<file path="src/rtl/ram_fifo_ctrl.sv">
// FIFO controller for a 64x8 asynchronous dual-port RAM: port A writes, port B reads.
// Owns the pointers, the occupancy count and the status flags; every output is registered.
module ram_fifo_ctrl #(
  parameter int DATA_W = 8,
  parameter int ADDR_W = 6
) (
  input  logic              clk,
  input  logic              rst_n,
  input  logic              wr_en,
  input  logic [DATA_W-1:0] wr_data,
  output logic              full,
  input  logic              rd_en,
  output logic [DATA_W-1:0] rd_data,
  output logic              rd_valid,
  output logic              empty,
  output logic [ADDR_W:0]   count,
  output logic              overflow,
  output logic              underflow,
  output logic [DATA_W-1:0] ram_data_a,
  output logic [ADDR_W-1:0] ram_addr_a,
  output logic              ram_we_a,
  output logic [DATA_W-1:0] ram_data_b,
  output logic [ADDR_W-1:0] ram_addr_b,
  output logic              ram_we_b,
  input  logic [DATA_W-1:0] ram_q_b
);

  localparam logic [ADDR_W:0]   DEPTH   = {1'b1, {ADDR_W{1'b0}}};
  localparam logic [ADDR_W:0]   CNT_ONE = {{ADDR_W{1'b0}}, 1'b1};
  localparam logic [ADDR_W-1:0] PTR_ONE = {{(ADDR_W-1){1'b0}}, 1'b1};

  logic [ADDR_W-1:0] wptr_q, wptr_d;
  logic [ADDR_W-1:0] rptr_q, rptr_d;
  logic [ADDR_W:0]   count_q, count_d;
  logic              empty_q, empty_d;
  logic              full_q, full_d;
  logic              we_a_q, we_a_d;
  logic [ADDR_W-1:0] addr_a_q, addr_a_d;
  logic [DATA_W-1:0] data_a_q, data_a_d;
  logic [ADDR_W-1:0] addr_b_q, addr_b_d;
  logic              rd_pend_q, rd_pend_d;
  logic              rd_valid_q, rd_valid_d;
  logic [DATA_W-1:0] rd_data_q, rd_data_d;
  logic              ovf_q, ovf_d;
  logic              unf_q, unf_d;

  logic push_acc;
  logic pop_acc;

  // Acceptance uses the registered flags, so a pop can free a slot only for the next cycle.
  assign push_acc = wr_en & ~full_q;
  assign pop_acc  = rd_en & ~empty_q;

  always_comb begin
    wptr_d     = wptr_q;
    rptr_d     = rptr_q;
    count_d    = count_q;
    we_a_d     = push_acc;
    addr_a_d   = addr_a_q;
    data_a_d   = data_a_q;
    addr_b_d   = addr_b_q;
    rd_pend_d  = pop_acc;
    rd_valid_d = rd_pend_q;
    rd_data_d  = rd_data_q;
    ovf_d      = wr_en & full_q;
    unf_d      = rd_en & empty_q;

    if (push_acc) begin
      addr_a_d = wptr_q;
      data_a_d = wr_data;
      wptr_d   = wptr_q + PTR_ONE;
    end
    if (pop_acc) begin
      addr_b_d = rptr_q;
      rptr_d   = rptr_q + PTR_ONE;
    end
    // RAM is asynchronous: q_b has settled one cycle after addr_b moved.
    if (rd_pend_q) begin
      rd_data_d = ram_q_b;
    end

    if (push_acc && !pop_acc) begin
      count_d = count_q + CNT_ONE;
    end else if (pop_acc && !push_acc) begin
      count_d = count_q - CNT_ONE;
    end

    empty_d = (count_d == '0);
    full_d  = (count_d == DEPTH);
  end

  // addr_b resets to all-ones so the very first read (address 0) is a real address change.
  always_ff @(posedge clk or negedge rst_n) begin
    if (!rst_n) begin
      wptr_q     <= '0;
      rptr_q     <= '0;
      count_q    <= '0;
      empty_q    <= 1'b1;
      full_q     <= 1'b0;
      we_a_q     <= 1'b0;
      addr_a_q   <= '0;
      data_a_q   <= '0;
      addr_b_q   <= '1;
      rd_pend_q  <= 1'b0;
      rd_valid_q <= 1'b0;
      rd_data_q  <= '0;
      ovf_q      <= 1'b0;
      unf_q      <= 1'b0;
    end else begin
      wptr_q     <= wptr_d;
      rptr_q     <= rptr_d;
      count_q    <= count_d;
      empty_q    <= empty_d;
      full_q     <= full_d;
      we_a_q     <= we_a_d;
      addr_a_q   <= addr_a_d;
      data_a_q   <= data_a_d;
      addr_b_q   <= addr_b_d;
      rd_pend_q  <= rd_pend_d;
      rd_valid_q <= rd_valid_d;
      rd_data_q  <= rd_data_d;
      ovf_q      <= ovf_d;
      unf_q      <= unf_d;
    end
  end

  assign full       = full_q;
  assign empty      = empty_q;
  assign count      = count_q;
  assign overflow   = ovf_q;
  assign underflow  = unf_q;
  assign rd_valid   = rd_valid_q;
  assign rd_data    = rd_data_q;
  assign ram_we_a   = we_a_q;
  assign ram_addr_a = addr_a_q;
  assign ram_data_a = data_a_q;
  assign ram_addr_b = addr_b_q;
  assign ram_data_b = '0;
  assign ram_we_b   = 1'b0;

endmodule

</file>
<file path="config.mk">
export PLATFORM = sky130hd
export DESIGN_NAME = ram_fifo_ctrl
export DESIGN_NICKNAME = d
export VERILOG_FILES = /design/src/rtl/ram_fifo_ctrl.sv
export SDC_FILE = /design/constraint.sdc
export NUM_CORES = 1
export LEC_CHECK = 0
export ABC_AREA = 0
export BUFFER_PORTS_ARGS = -buffer_cell sky130_fd_sc_hd__buf_4
export CAP_MARGIN = 10
export CORE_MARGIN = 5
export CORE_UTILIZATION = 46
export DETAILED_ROUTE_END_ITERATION = 16
export PLACE_DENSITY = 0.75
export SYNTH_ARGS = -nofsm -noshare
export SYNTH_HDL_FRONTEND = slang
export SYNTH_SLANG_ARGS = --single-unit
</file>
<file path="constraint.sdc">
create_clock -name clk -period 2 [get_ports clk]
set_input_delay 0.1 -clock clk [delete_from_list [all_inputs] [get_ports clk]]
set_output_delay 0.1 -clock clk [all_outputs]
set_load 0.1 [all_outputs]
</file>
## Word level (Yosys, flattened, before mapping)

Cells that the tools add are included.
W data, S select, Z words.

- Register bits: 54
- Input bits: 20
- Output and inout bits: 50
- Word-level logic and storage cells: 32

- Add/sub/neg operators: 4
- Equality and inequality tests: 1
- Multiplexer cells: 2
- Bitwise operators: 6
- Reductions and logical operators: 5

Operator list:

| kind | number |
|---|---|
| $mux W7 | 2 |
| $add A6 B1 Y6 const B | 2 |
| $add A7 B1 Y7 const B | 1 |
| $eq A7 B7 Y1 const B | 1 |
| $logic_not A7 Y1 | 1 |
| $sub A7 B1 Y7 const B | 1 |
| $and A1 B1 Y1 | 4 |
| $logic_and A1 B1 Y1 | 2 |
| $logic_not A1 Y1 | 2 |
| $not A1 Y1 | 2 |

## Logic depth before layout (Yosys ltp)

Gate-level depths: netlist of the first run.

- Depth after elaboration: 7
- Depth in mapped cells: 8
- Gate-level depth less buffers: 8

## Worst setup path after synthesis of the first run

No wires, ideal clock.

- Path type: flip-flop to flip-flop
- Start: register count_q[0], in the netlist count[0]
- End: register empty_q, in the netlist empty
- Data arrival time: 2.441 ns
- Required time: 1.903 ns
- Slack: -0.538 ns
- Cell stages (with the launch flop): 7
- Clock period less this slack: 2.538 ns
- Cells stage by stage: dfrtp_1 inv_1 ha_1 or4_4 o211ai_2 nand3b_2 nor4_1

- Word-level cells in the longest chain between the ends: 4

RTL lines:

| item | line | source |
|---|---|---|
| start, declared | 34 | `logic [ADDR_W:0] count_q, count_d;` |
| start signal, assigned | 112 | `count_q <= count_d;` |
| $sub A7 B1 Y7 | 85 | `count_d = count_q - CNT_ONE;` |
| $mux W7 | 84 | `end else if (pop_acc && !push_acc) begin` |
| $mux W7 * | 82 | `if (push_acc && !pop_acc) begin` |
| $logic_not A7 Y1 * | 88 | `empty_d = (count_d == '0);` |
| named net empty_d | 35 | `logic empty_q, empty_d;` |
| end signal, assigned | 113 | `empty_q <= empty_d;` |
| end, declared | 35 |  |

The timed path passes the listed nets; every way through them passes the cells marked *.
A chain may end at the register's enable or synchronous reset.

## Worst setup path in the final report of the first run

- Start: register count_q[0], in the netlist count[0]
- End: register full_q, in the netlist full

- Word-level cells in the longest chain between the ends: 4

RTL lines:

| item | line | source |
|---|---|---|
| $sub A7 B1 Y7 | 85 |  |
| $mux W7 | 84 |  |
| $mux W7 * | 82 |  |
| $eq A7 B7 Y1 * | 89 | `full_d = (count_d == DEPTH);` |
| named net full_d | 36 | `logic full_q, full_d;` |
| end signal, assigned | 114 | `full_q <= full_d;` |
| end, declared | 36 |  |

Marked as above.

==> flow_summary.json, run 1 <==
{
  "outcome": "finished clean",
  "cp-startpoint": "count[0]",
  "worst_pin_slew_ps": 656,
  "grt_overflow": 0,
  "antenna_found_initial": 0,
  "syn_inst": 225,
  "reg2reg_from": "count[0]",
  "worstHoldStart": "wr_en",
  "hold_viol": 0,
  "die_h_um": 81.5,
  "rsz0062_at_grt": "true",
  "rrSetupSlack_ps": 30,
  "fmax_mhz": 507,
  "worstSetupPathType": "flop to flop",
  "critPathMaxFanout": 4,
  "antenna_cells": 0,
  "drt_pass1_iterations": 4,
  "final_core_util_pct": 61.7,
  "cts_tree": "yes",
  "clk_latency_ps": 300,
  "required_ps": 2210,
  "synth_seq_cells": 54,
  "drt-initial-drc-count": 51,
  "ant_nets": 0,
  "cp.depth": 7,
  "synthArstFlopShare_pct": 100,
  "slowest_stage": "dfrtp_4",
  "avgSynthCellArea_um2": 10.5,
  "yosys_warnings": 0,
  "gp_congestion": 0.812,
  "grt_first_pass_wirelength_mm": 7.72,
  "wl_mm": 4.76,
  "ctsHtreeMaxLevel": 2,
  "yosys.area.top_type_share_pct": 49.9,
  "clock_path_buffers": 2,
  "worstHoldPathType": "primary input to flop",
  "critPathTopFamily": "simple AND/OR/NAND/NOR gates",
  "fin_crit_sh_pct": 98.7,
  "cp-endpoint": "full",
  "relSlewSlack_pct": 56.3,
  "synth_flop_cell": "dfrtp_1",
  "max_cap_violations": 0,
  "cp_num_buf_inv": 1,
  "r2r_cells": 7,
  "rows": 26,
  "place_ws_ps": -2.09,
  "post-route-min-period_ps": 1970,
  "fin_setup_tns_ps": 0,
  "clock-skew-final_ps": 7.51,
  "setup_ws_ps": 27.0,
  "finalMaxSlewViolations": 0,
  "grt_use_total_pct": 15.0,
  "slowest_delay_ps": 520,
  "arrival_ps": 2180,
  "fin_cells": 371,
  "worst_setup_path_end_kind": "flop",
  "dp_hpwl_mm": 3.35,
  "ys_seq_area_share_pct": 57.8,
  "vias": 1749,
  "r2r-end": "full",
  "routedWlPerCell_um": 12.8,
  "final-setup-viol-count": 0,
  "grt_pass1_vias": 1682,
  "cts-root-buf": "clkbuf_8",
  "fin_nets": 324,
  "n_fill_cell": 442,
  "path_clk_slew_ps": 100,
  "die_x_um": 81.5,
  "areaGrowthSynthToFinish_pct": 32.2,
  "synth_area_leaders": "dfrtp_1 (50%), nand2_1 (11%), dfstp_2 (7.8%)",
  "numCtsBuffers": 5,
  "netlist_area_um2": 2350,
  "path_cells": "buf_4 > ha_1 > and3_1 > nand3_1 > and3b_1 > a2bb2o_2 > nor4_1",
  "io_buffer_count": 60,
  "crit_path_start_kind": "flop",
  "drive_gt1_share_pct": 36.9,
  "num_io_pins": 70,
  "cts_sinks": 54,
  "grt_max_degree": 55,
  "vias_per_cell": 4.71,
  "start_util_pct": 46.7,
  "yosys.area.top_type": "dfrtp_1",
  "synth_cell_types": 40,
  "drcViolationCount": 0,
  "dp.cells": 351,
  "synth_edf_count": 0,
  "fp.dieArea_um2": 6650,
  "core_um2": 5040
}
==> layer usage <==
| metal | track usage (%) | vias to the layer above | share of wire (%) | routed length (um) |
|---|---|---|---|---|
| met5 | 0 | - | 0 | 0 |
| met4 | 6.59 | 0 | 1.5 | 70 |
| met3 | 2.63 | 5 | 5.5 | 263 |
| met2 | 24.8 | 47 | 49 | 2340 |
| met1 | 19.3 | 831 | 44 | 2080 |
| li1 | - | 866 | - | - |
==> logic make-up (layout without fill, tap and decap cells) <==
| family | count (synthesis) | count (layout) | synth area share (%) |
|---|---|---|---|
| mux | 8 | 8 | 3.83 |
| flops | 54 | 54 | 57.8 |
| other cells | 1 | 9 | 0.159 |
| compound gates | 10 | 10 | 3.03 |
| xor+xnor | 14 | 14 | 5.21 |
| buf+inv | 24 | 92 | 5.84 |
| fa+ha+maj | 4 | 4 | 2.13 |
| simple gates | 110 | 110 | 22.1 |
==> worst min path at each step <==
stage | end | cells past startpoint
after global placement | count[5] | 1
final | overflow | 2
after detailed placement | count[5] | 1
after CTS | overflow | 2
after floorplan | count[2] | 0
after global routing | overflow | 2
==> through the flow <==
step	hold slack [ps]	cell area, um2
after global routing	4.20	3110
after floorplan	-196	2410
final	16.9	3110
after CTS	2.30	3060
after detailed placement	178	2880
after global placement	179	2880
==> worst reg2reg max path: cells and delay by family, from the launching register on <==
family,cells,cell delay (ps)
simple gates,4,700
flops,1,520
compound gates,1,280
fa+ha+maj,1,220
buf+inv,1,160
==> state kept, by name, indices dropped and copies added, names as in the netlist, 6 cells and up <==
register    cells
ram_data_a      8
rd_data         8
count           7
ram_addr_a      6
ram_addr_b      6
rptr_q          6
wptr_q          6
==> Yosys cell counts, drive strengths merged (2+ instances only) <==
cell type / number
nand2: 72
dfrtp: 47
buf: 12
xnor2: 11
mux2: 8
dfstp: 7
nor4: 7
clkbuf: 6
nand4: 6
inv: 5
nor2: 5
ha: 4
and2: 3
and3: 3
nand2b: 3
nor3: 3
o21ai: 3
xor2: 3
nand3: 2
o211ai: 2
==> area by class of cell <==
type	count	area [um2]	area share, %
Clock buffer	6	72.6	2.33
Clock inverter	2	13.8	0.442
Inverter	6	28.8	0.924
Multi-Input combinational cell	155	926	29.7
Sequential cell	54	1380	44.2
Tap cell	70	87.6	2.81
Timing Repair Buffer	78	608	19.5
==> cells in the final DEF, fill, tap and decap left out, types with 4 or more instances in the layout <==
cell	n
dfrtp_1	41
conb_1	9
nor2_1	5
xnor2_1	11
nand2_1	72
nor4_1	4
clkbuf_8	5
dfrtp_2	4
dfstp_2	6
dlygate4sd3_1	9
mux2_2	8
buf_4	69
nand4_1	6
==> repair_timing <==
item / in CTS / in global routing
hold buffers: 9 / 0
buffers inserted: 0 / 3
gates resized for setup: 0 / 9
pin swaps: 0 / 1
hold endpoints to repair: 55 / 0
endpoints found under the setup margin: 1 / 2
Power of run 1 is left out: the tool's default activity adds up to more than one toggle a clock period on the data nets, which glitch-free logic cannot reach.
==> run 2: changes to the inputs <==
- REMOVE_ABC_BUFFERS: unset -> 1
==> run 2 against run 1 <==
Net effect:
- core utilization fell by 0.12 points
- clock skew decreased by 3.2 ps
- worst setup slack improved by 60 ps
- non-clock buffer count is 2 lower
- die area unchanged
- flip-flop and latch count stayed put
- critical path type unchanged
==> flow_summary.json, run 2 (synthesis results as in run 1) <==
{
  "arrival_ps": 2140,
  "start_util_pct": 46.7,
  "clk_latency_ps": 300,
  "slowest_stage": "or4b_4",
  "wl_mm": 4.88,
  "num_io_pins": 70,
  "cts-root-buf": "clkbuf_8",
  "final-setup-viol-count": 0,
  "rows": 26,
  "post-route-min-period_ps": 1910,
  "path_clk_slew_ps": 100,
  "fmax_mhz": 523,
  "drcViolationCount": 0,
  "ctsHtreeMaxLevel": 2,
  "vias": 1735,
  "dp_hpwl_mm": 3.36,
  "clock_path_buffers": 2,
  "cts_sinks": 54,
  "fin_nets": 322,
  "io_buffer_count": 60,
  "clock-skew-final_ps": 4.36,
  "worstSetupPathType": "flop to flop",
  "cp_num_buf_inv": 2,
  "grt_overflow": 0,
  "final_cell_area_um2": 3110,
  "grt_pass1_vias": 1642,
  "grt_first_pass_wirelength_mm": 7.96,
  "multi_input_area_um2": 932,
  "place_area_um2": 2870,
  "slowest_delay_ps": 470,
  "numCtsBuffers": 5,
  "worstHoldPathType": "primary input to flop",
  "ant_nets": 0,
  "die_h_um": 81.5,
  "die_x_um": 81.5,
  "relSlewSlack_pct": 56.7,
  "routedWlPerCell_um": 13.2,
  "grt_max_degree": 55,
  "worst_setup_path_end_kind": "flop",
  "worst_pin_slew_ps": 649,
  "areaGrowthSynthToFinish_pct": 31.9,
  "critPathTopFamily": "simple AND/OR/NAND/NOR gates",
  "cts_tree": "yes",
  "vias_per_cell": 4.70,
  "hold_viol": 0,
  "finalMaxSlewViolations": 0,
  "fp.dieArea_um2": 6650,
  "reg2reg_from": "count[0]",
  "final_core_util_pct": 61.6,
  "outcome": "finished clean",
  "n_fill_cell": 431,
  "max_cap_violations": 0,
  "antenna_cells": 0,
  "core_um2": 5040,
  "cp-startpoint": "count[0]",
  "layout_common_cells": "nand2_1 (72), buf_4 (68), dfrtp_1 (47)",
  "path_cells": "inv_2 > ha_4 > or4b_4 > nor4_4 > a31oi_1 > xor2_1 > inv_1 > nor4_2",
  "fin_crit_sh_pct": 95.7,
  "worstHoldStart": "wr_data[3]",
  "crit_path_start_kind": "flop",
  "gp_congestion": 0.897,
  "critPathMaxFanout": 3,
  "final_common_cell": "nand2_1",
  "drt-initial-drc-count": 101,
  "drt_pass1_iterations": 4,
  "grt_use_total_pct": 15.7,
  "drive_gt1_share_pct": 35.1,
  "required_ps": 2230,
  "seqCellArea_um2": 1360,
  "antenna_found_initial": 0
}
==> run 2: repair_timing <==
item	CTS	global route
pin swaps	2	1
gates cloned	0	0
gates resized for setup	2	7
endpoints found under the hold margin	54	0
hold buffers	8	0
buffers inserted	0	0
setup endpoints to repair	1	2
==> run 2: worst paths after layout <==
kind	slack (ps)	endpoint	depth (start not counted)
worst max-delay path	90	empty	8
worst min-delay path	1	ram_data_a[3]	3
worst max register to register	90	empty	8
worst min register to register	460	ram_addr_b[4]	2
max in group asynchronous	1210	ram_data_a[3]	2
min in group asynchronous	370	ram_data_a[0]	2
==> run 2: through the flow <==
stage | hold WS (ps) | setup slack [ps] | TNS [ps] | cells
finish | 0.999 | 86.5 | 0 | 369
global route | 3.43 | -67.9 | -75.5 | 369
CTS | 4.46 | 29.4 | 0 | 369
detailed placement | 184 | 32.3 | 0 | 353
global placement | 178 | 106 | 0 | 353
floorplan | -196 | -966 | -11880 | 215
==> run 2: cell type report <==
class | count | share of cell area [%]
flip-flops and latches | 54 | 43.8
multi-input cells | 155 | 30.0
clock inverters | 3 | 1.41
well taps | 70 | 2.82
clock buffers | 5 | 2.22
inverters | 6 | 0.765
repair buffers | 76 | 19.0
==> run 2: per-layer routing <==
metal | vias up | routed length, um | track usage [%]
met5 | - | 0 | 0
met4 | 0 | 72 | 6.25
met3 | 6 | 317 | 3.51
met2 | 54 | 2450 | 26.1
met1 | 812 | 2030 | 19.9
li1 | 863 | - | -
==> run 2: worst min-delay path, cell delays in order <==
cell and delay [ps]:
buf_4 70, nand2_1 40, nand2_1 60
Power of run 2 is left out for the same reason.
